==> config.mk <==
export PLATFORM = sky130hd
export DESIGN_NAME = data_mem_arbiter
export DESIGN_NICKNAME = d
export VERILOG_FILES = /design/src/rtl/data_mem_arbiter_pkg.sv /design/src/rtl/data_mem_rr_pick.sv /design/src/rtl/data_mem_arbiter.sv
export SDC_FILE = /design/constraint.sdc
export NUM_CORES = 1
export LEC_CHECK = 0
export CORE_MARGIN = 2
export CORE_UTILIZATION = 43
export DETAILED_ROUTE_END_ITERATION = 8
export GPL_ROUTABILITY_DRIVEN = 0
export PLACE_DENSITY = 0.95
export SYNTH_ARGS = -nofsm -noshare
export SYNTH_HDL_FRONTEND = slang
export SYNTH_SLANG_ARGS = --single-unit
==> constraint.sdc <==
create_clock -name clk -period 3.1 [get_ports clk]
set_input_delay 0.31 -clock clk [delete_from_list [all_inputs] [get_ports clk]]
set_output_delay 0.31 -clock clk [all_outputs]
set_load 0.01 [all_outputs]
==> src/rtl/data_mem_arbiter_pkg.sv <==
// Shared types and helpers for the data memory arbiter: FSM state encoding
// and the grant-index width calculation.
package data_mem_arbiter_pkg;

    typedef enum logic [1:0] {
        IDLE  = 2'd0,
        GRANT = 2'd1,
        WAIT  = 2'd2,
        ACK   = 2'd3
    } arbState_t;

    // Index width for n requesters; never narrower than one bit.
    function automatic int gidWidth(input int n);
        return (n <= 2) ? 1 : $clog2(n);
    endfunction

endpackage

==> src/rtl/data_mem_rr_pick.sv <==
// Combinational round-robin picker: first set request bit scanning from ptr
// upward, modulo Ncores.
module data_mem_rr_pick #(
    parameter int Ncores = 2,
    parameter int GW     = 1
) (
    input  logic [Ncores-1:0] req,
    input  logic [GW-1:0]     ptr,
    output logic [GW-1:0]     winner,
    output logic              valid
);

    logic [GW-1:0]     candIdx [Ncores];
    logic [Ncores-1:0] hit;

    genvar gi;
    generate
        for (gi = 0; gi < Ncores; gi++) begin : g_cand
            assign candIdx[gi] = GW'((int'(ptr) + gi) % Ncores);
            assign hit[gi]     = req[candIdx[gi]];
        end
    endgenerate

    // Scan from the far end so the candidate nearest ptr is written last.
    always_comb begin
        winner = '0;
        valid  = 1'b0;
        for (int k = Ncores - 1; k >= 0; k--) begin
            if (hit[k]) begin
                winner = candIdx[k];
                valid  = 1'b1;
            end
        end
    end

endmodule

==> src/rtl/data_mem_arbiter.sv <==
// Round-robin arbiter sharing one single-port synchronous data memory between
// Ncores load/store ports, one transaction at a time with a req/ack handshake.
module data_mem_arbiter
    import data_mem_arbiter_pkg::*;
#(
    parameter int Ncores = 2,
    parameter int Lmem   = 8,
    parameter int TAM    = 16
) (
    input  logic                          clk,
    input  logic                          rst,
    input  logic [Ncores-1:0]             core_req,
    input  logic [Ncores-1:0]             core_we,
    input  logic [Ncores*TAM-1:0]         core_addr,
    input  logic [Ncores*TAM-1:0]         core_wdata,
    output logic [Ncores*TAM-1:0]         core_rdata,
    output logic [Ncores-1:0]             core_ack,
    output logic [Lmem-1:0]               mem_addr,
    output logic [TAM-1:0]                mem_din,
    output logic                          mem_we,
    output logic                          mem_re,
    input  logic [TAM-1:0]                mem_dout,
    output logic                          busy,
    output logic [gidWidth(Ncores)-1:0]   grant_id
);

    localparam int GW = gidWidth(Ncores);

    arbState_t       state;
    logic [GW-1:0]   ptr;
    logic            latchWe;
    logic [GW-1:0]   pickWinner;
    logic            pickValid;
    logic [TAM-1:0]  addrArr  [Ncores];
    logic [TAM-1:0]  wdataArr [Ncores];
    logic            unusedAddrBits;

    genvar gi;
    generate
        for (gi = 0; gi < Ncores; gi++) begin : g_slice
            assign addrArr[gi]  = core_addr[gi*TAM +: TAM];
            assign wdataArr[gi] = core_wdata[gi*TAM +: TAM];
        end
    endgenerate

    // Address bits above Lmem are deliberately ignored.
    assign unusedAddrBits = ^core_addr;

    data_mem_rr_pick #(
        .Ncores (Ncores),
        .GW     (GW)
    ) u_pick (
        .req    (core_req),
        .ptr    (ptr),
        .winner (pickWinner),
        .valid  (pickValid)
    );

    always_ff @(posedge clk or posedge rst) begin
        if (rst) begin
            state      <= IDLE;
            ptr        <= '0;
            latchWe    <= 1'b0;
            core_ack   <= '0;
            core_rdata <= '0;
            mem_addr   <= '0;
            mem_din    <= '0;
            mem_we     <= 1'b0;
            mem_re     <= 1'b0;
            busy       <= 1'b0;
            grant_id   <= '0;
        end else begin
            case (state)
                IDLE: begin
                    core_ack <= '0;
                    if (pickValid) begin
                        // mem_addr/mem_din double as the latched request fields.
                        state    <= GRANT;
                        busy     <= 1'b1;
                        grant_id <= pickWinner;
                        latchWe  <= core_we[pickWinner];
                        mem_addr <= addrArr[pickWinner][Lmem-1:0];
                        mem_din  <= wdataArr[pickWinner];
                        mem_we   <= core_we[pickWinner];
                        mem_re   <= ~core_we[pickWinner];
                    end
                end
                GRANT: begin
                    mem_we <= 1'b0;
                    mem_re <= 1'b0;
                    if (latchWe) begin
                        state              <= ACK;
                        core_ack[grant_id] <= 1'b1;
                    end else begin
                        state <= WAIT;
                    end
                end
                WAIT: begin
                    core_rdata[int'(grant_id)*TAM +: TAM] <= mem_dout;
                    core_ack[grant_id] <= 1'b1;
                    state              <= ACK;
                end
                ACK: begin
                    core_ack <= '0;
                    ptr      <= (grant_id == GW'(Ncores - 1)) ? '0 : grant_id + 1'b1;
                    busy     <= 1'b0;
                    state    <= IDLE;
                end
                default: begin
                    state <= IDLE;
                end
            endcase
        end
    end

endmodule

==> results.cfg, run 1 <==
[sta]
worst_slack_ps = 1126
hold_slack_ps = 383.6
relSlewSlack_pct = 28.54
hold_viol_final = 0
finalSetupViolations = 0
max_freq_mhz = 506.5
finalSetupTns_ps = 0
layout_min_cycle_time_ps = 1974
skew_ps = 7.228
worstMarginPinSlew_ps = 1072
fin_crit_sh_pct = 63.69
final-max-slew-violation-count = 0
rsz0062_at_grt = no

[synthesis]
synth-compound-area-share_pct = 17.62
yosysTopAreaCell = dfrtp_1
synth_warnings = 0
synth_top_area_share_pct = 55.77
syn_avg_cell_area_um2 = 11.57
synthXorXnorAreaFrac_pct = 0
synthMuxAreaShare_pct = 13.43
synth_nets = 347
synthAdderAreaFrac_pct = 2.112
synth_top_family_by_area = compound AO/OA/AOI/OAI gates
synthTopCellsByArea = dfrtp_1 (56%), mux2_2 (8.4%), a31oi_1 (5.3%)
yosys_register_bits = 66
ys_seq_area_share_pct = 55.77
syn-instance-count = 256
netlist-cell-type-count = 31
synthSimpleGateAreaFrac_pct = 6.084
synth_area_um2 = 2962

[finish]
area_growth_pct = 52.73
nFillCells = 506
mostFrequentLayoutCells = clkdlybuf4s50_1 (131), dfrtp_1 (66), nor2_1 (29)
fin_util_pct = 67.32
layout_commonest_cell = clkdlybuf4s50_1
drive_gt1_share_pct = 15.38
fin_cells = 470
seqCellArea_um2 = 1652
antenna_cells = 0
fin_area_um2 = 4523
multi_input_area_um2 = 1165
final_nets = 476

[route]
drt_iter0_markers = 133
vias = 2540
ant_nets = 0
wl_mm = 8.108
drc = 0
dr.pass1.iters = 4
viasPerCell = 5.404
wl_per_cell_um = 17.25

[grt]
grt_start_max_net_pins = 35
antenna_found_initial = 0
grt_pass1_wl_mm = 12.78
grt_usage_pct = 22.18
grt_pass1_vias = 2623
gr-total-overflow = 0

[power]
design_power_total_mw = 4.630
p_clk_share_pct = 17.7
p_switching_mw = 1.551
seqPwrFrac_pct = 33.7
p_int_mw = 3.079
pwr-share-comb_pct = 48.6
power_density_nw_per_um2 = 1024
cellLeakagePower_nw = 1.860
vdd_drop_max_uv = 411.8
netSwitchingFraction_pct = 33.50

[clock_tree]
root_buffer = clkbuf_8
clkLatencyLatePin_ps = 340
post-cts-setup-buffers = 0
post_cts_resized = 0
htreeDepth = 3
clock_sinks = 66
tritoncts = done
numCtsBuffers = 9
clk_pin_slew_ps = 80
clockBufferDepth = 2
cts_hold_buf = 0

[floorplanning]
die_h_um = 86.99
ios = 148
fp.coreArea_um2 = 6719
rows = 30
die_w_um = 86.99
die-area_um2 = 7567
initial_utilization_pct = 44.08

[worst_setup_path]
cp-end-kind = flop
criticalPathCategory = flop to flop
cp_cell_sequence = inv_1 > ha_1 > o21a_1 > buf_4 > nor2_1 > a21oi_1
critPathArrivalTime_ps = 2230
worst-path-max-fanout = 18
crit_buf_inv = 2
cp_slowest_cell = o21a_1
start_kind = flop
slowest_delay_ps = 490
path_delay_family = compound AO/OA/AOI/OAI gates
required_ps = 3360

[placement]
pre_cts_slack_ps = 935.1
portBuffers = 131
dp_hpwl_mm = 5.777
dp.cells = 454
dpl_cell_area_um2 = 4297

[hold_path]
hp-class = input pin to asynchronous set/reset pin

[outcome]
status = finished, final reports clean

[flow_run]
drv_cap = 0
-- layer usage --
metal	GRT usage [%]	routed length, um	vias up
met1	26.20	3304	1210
met4	10.65	174	0
met2	36.64	3930	136
met3	6.919	698	14
li1	-	-	1180
met5	0	0	-
-- final timing paths --
path | depth (start not counted) | endpoint | startpoint | slack (ps)
setup / recovery | 6 | mem_din[8] | state[0] | 1130
hold / removal | 2 | core_rdata[26] | rst | 380
setup reg to reg | 6 | mem_din[8] | state[0] | 1130
hold reg to reg | 1 | core_ack[1] | core_ack[1] | 510
max in group asynchronous | 3 | mem_addr[0] | rst | 2080
min in group clk | 1 | core_ack[1] | core_ack[1] | 510
-- area by class of cell --
| type | instances | area share, % |
|---|---|---|
| clock buffer | 10 | 3.043 |
| inverter | 5 | 0.4149 |
| timing repair buffer | 136 | 30.10 |
| sequential | 66 | 36.51 |
| clock inverter | 6 | 1.964 |
| tap | 80 | 2.213 |
| multi-input combinational | 167 | 25.75 |
-- power groups by stage --
stage,Clock [mW],Sequential [mW],Combinational [mW]
floorplan,0,1.73,0.989
global placement,0,1.54,2.19
detailed placement,0,1.57,2.26
CTS,0.834,1.56,2.27
global route,0.874,1.61,2.45
finish,0.820,1.56,2.25
-- synth_stat cells, drive strengths merged --
| master | number |
|---|---|
| dfrtp | 66 |
| mux2 | 32 |
| nor2 | 29 |
| o21ai | 29 |
| a21oi | 27 |
| a31oi | 25 |
| buf | 16 |
| ha | 5 |
| inv | 5 |
| nand2 | 3 |
| nor2b | 3 |
| clkbuf | 2 |
| o21a | 2 |
| o22a | 2 |
| a2111oi | 1 |
| a32o | 1 |
| a41o | 1 |
| and2b | 1 |
| nand2b | 1 |
| nand3 | 1 |
| nor3b | 1 |
| o2111ai | 1 |
| o211ai | 1 |
| or3b | 1 |
-- cell families (layout without fill, tap and decap cells) --
family	count (synthesis)	in the layout
AO/OA/AOI/OAI	90	90
adder cells (fa/ha/maj)	5	5
multiplexers	32	32
buffers and inverters	23	157
AND/OR/NAND/NOR	40	40
flip-flops	66	66
-- sequential cells by signal (all words and copies together), names as in the netlist --
register and cells:
mem_re 1, core_rdata 32, latchWe 1, busy 1, mem_din 16, state 2
core_ack 2, ptr 1, mem_we 1, mem_addr 8, grant_id 1
(Power assumes the default switching activity.)
==> run 2, diff against run 1 <==
CORE_UTILIZATION = 36   (was 43)
PLACE_DENSITY = 0.87   (was 0.95)
clock period = 1.8 ns   (was 3.1 ns; I/O delays follow)
==> results.cfg, run 2 (synthesis results as in run 1) <==
[grt]
grt_use_met3_pct = 5.906
grt_pass1_wl_mm = 12.16
grt_pass1_vias = 2514
use_met1_pct = 21.44
busiest_layer = met2
use_met2_pct = 28.72
grt_start_max_net_pins = 67
antenna_found_initial = 0
gr-total-overflow = 0
grt_usage_pct = 17.73

[worst_setup_path]
criticalPathCategory = flop to flop
ff2ff_setup_slack_ps = 190
critPathArrivalTime_ps = 1810
start_kind = flop
cp-end-kind = flop
worst-path-max-fanout = 6
required_ps = 2000

[finish]
area_growth_pct = 55.64
mostFrequentLayoutCells = clkdlybuf4s50_1 (131), dfrtp_1 (66), nor2_1 (29)
largest_register = core_rdata
reg_top3 = core_rdata x32, mem_din x16, mem_addr x8
final_nets = 479
antenna_cells = 0
largest_reg_flops = 32
fin_cells = 497
fin_area_um2 = 4609
drive_gt1_share_pct = 15.82
layout_commonest_cell = clkdlybuf4s50_1

[route]
viasPerCell = 5.048
ant_nets = 0
vias = 2509
drc = 0
wl_mm = 7.701
dr.pass1.iters = 4
drt_iter0_markers = 53
wl_per_cell_um = 15.49

[sta]
hold_viol_final = 0
fin_crit_sh_pct = 89.42
finalSetupTns_ps = 0
rsz0062_at_grt = no
worst_slack_ps = 190.4
relSlewSlack_pct = 73.61
max_freq_mhz = 621.3
final-max-slew-violation-count = 0
skew_ps = 9.228
worstMarginPinSlew_ps = 394.5
layout_min_cycle_time_ps = 1610
hold_slack_ps = 287.6
finalSetupViolations = 0

[power]
cellLeakagePower_nw = 1.886
netSwitchingFraction_pct = 32.74
power_density_nw_per_um2 = 1718
seqPwrFrac_pct = 33.8
vdd_drop_max_uv = 675.4
p_clk_share_pct = 16.2
pwr-share-comb_pct = 50.0
p_switching_mw = 2.593
p_int_mw = 5.327

[flow_run]
drv_cap = 0

[clock_tree]
clkLatencyLatePin_ps = 320
cts_hold_buf = 0
numCtsBuffers = 9
htreeDepth = 3
clock_sinks = 66
root_buffer = clkbuf_8
clockBufferDepth = 2
tritoncts = done
clk_pin_slew_ps = 70

[floorplanning]
rows = 33
die_h_um = 94.70
die_w_um = 94.70
fp.coreArea_um2 = 8093
initial_utilization_pct = 36.60
ios = 148
die-area_um2 = 8968

[outcome]
status = finished, final reports clean

[placement]
pre_cts_slack_ps = 88.81
dp_hpwl_mm = 5.617
dp.cells = 482
dpl_cell_area_um2 = 4404
portBuffers = 131

[hold_path]
hp-class = input pin to asynchronous set/reset pin
==> run 2: critical path, stage by stage, from the launching register on <==
cell and delay [ps]:
dfrtp_1 410, inv_1 150, ha_1 290, or3b_4 440, o21ai_1 100, a21oi_1 90
==> run 2: metal layers <==
layer	wire (um)	part of all wire (%)
met3	688	8.9
met5	0	0
met2	3679	48
met4	106	1.4
met1	3227	42
==> run 2: stage by stage <==
step | util (%) | power [mW]
finish | 56.96 | 7.921
global route | 56.96 | 8.469
CTS | 56.94 | 8.012
detailed placement | 54.42 | 6.702
global placement | 54.42 | 6.532
floorplan | - | 4.681
==> run 2: worst paths after layout <==
| check | startpoint | end | cells past startpoint |
|---|---|---|---|
| hold / removal | rst | mem_addr[5] | 3 |
| setup / recovery | state[0] | state[0] | 5 |
| hold reg to reg | core_ack[1] | core_ack[1] | 1 |
| max in group asynchronous | rst | core_ack[1] | 3 |
| min in group clk | core_wdata[8] | mem_din[8] | 3 |
| setup reg to reg | state[0] | state[0] | 5 |
==> run 2: area by class of cell <==
cell class	count	area [um2]
Timing Repair Buffer	139	1434
Tap cell	105	131.4
Clock inverter	2	35.03
Sequential cell	66	1652
Clock buffer	13	168.9
Fill cell	713	3483
Inverter	5	22.52
Multi-Input combinational cell	167	1166
==> run 2: power groups by stage <==
stage | registers (mW) | clock network, mW | logic [mW]
final | 2.67 | 1.28 | 3.96
after global placement | 2.65 | 0 | 3.89
after floorplan | 2.98 | 0 | 1.70
after detailed placement | 2.71 | 0 | 3.99
after global routing | 2.77 | 1.39 | 4.31
after CTS | 2.69 | 1.32 | 4.01
==> run 2: repair_timing <==
action,CTS,global route
setup buffers,0,0
gates resized for setup,0,1
hold endpoints to repair,0,0
setup endpoints to repair,0,15
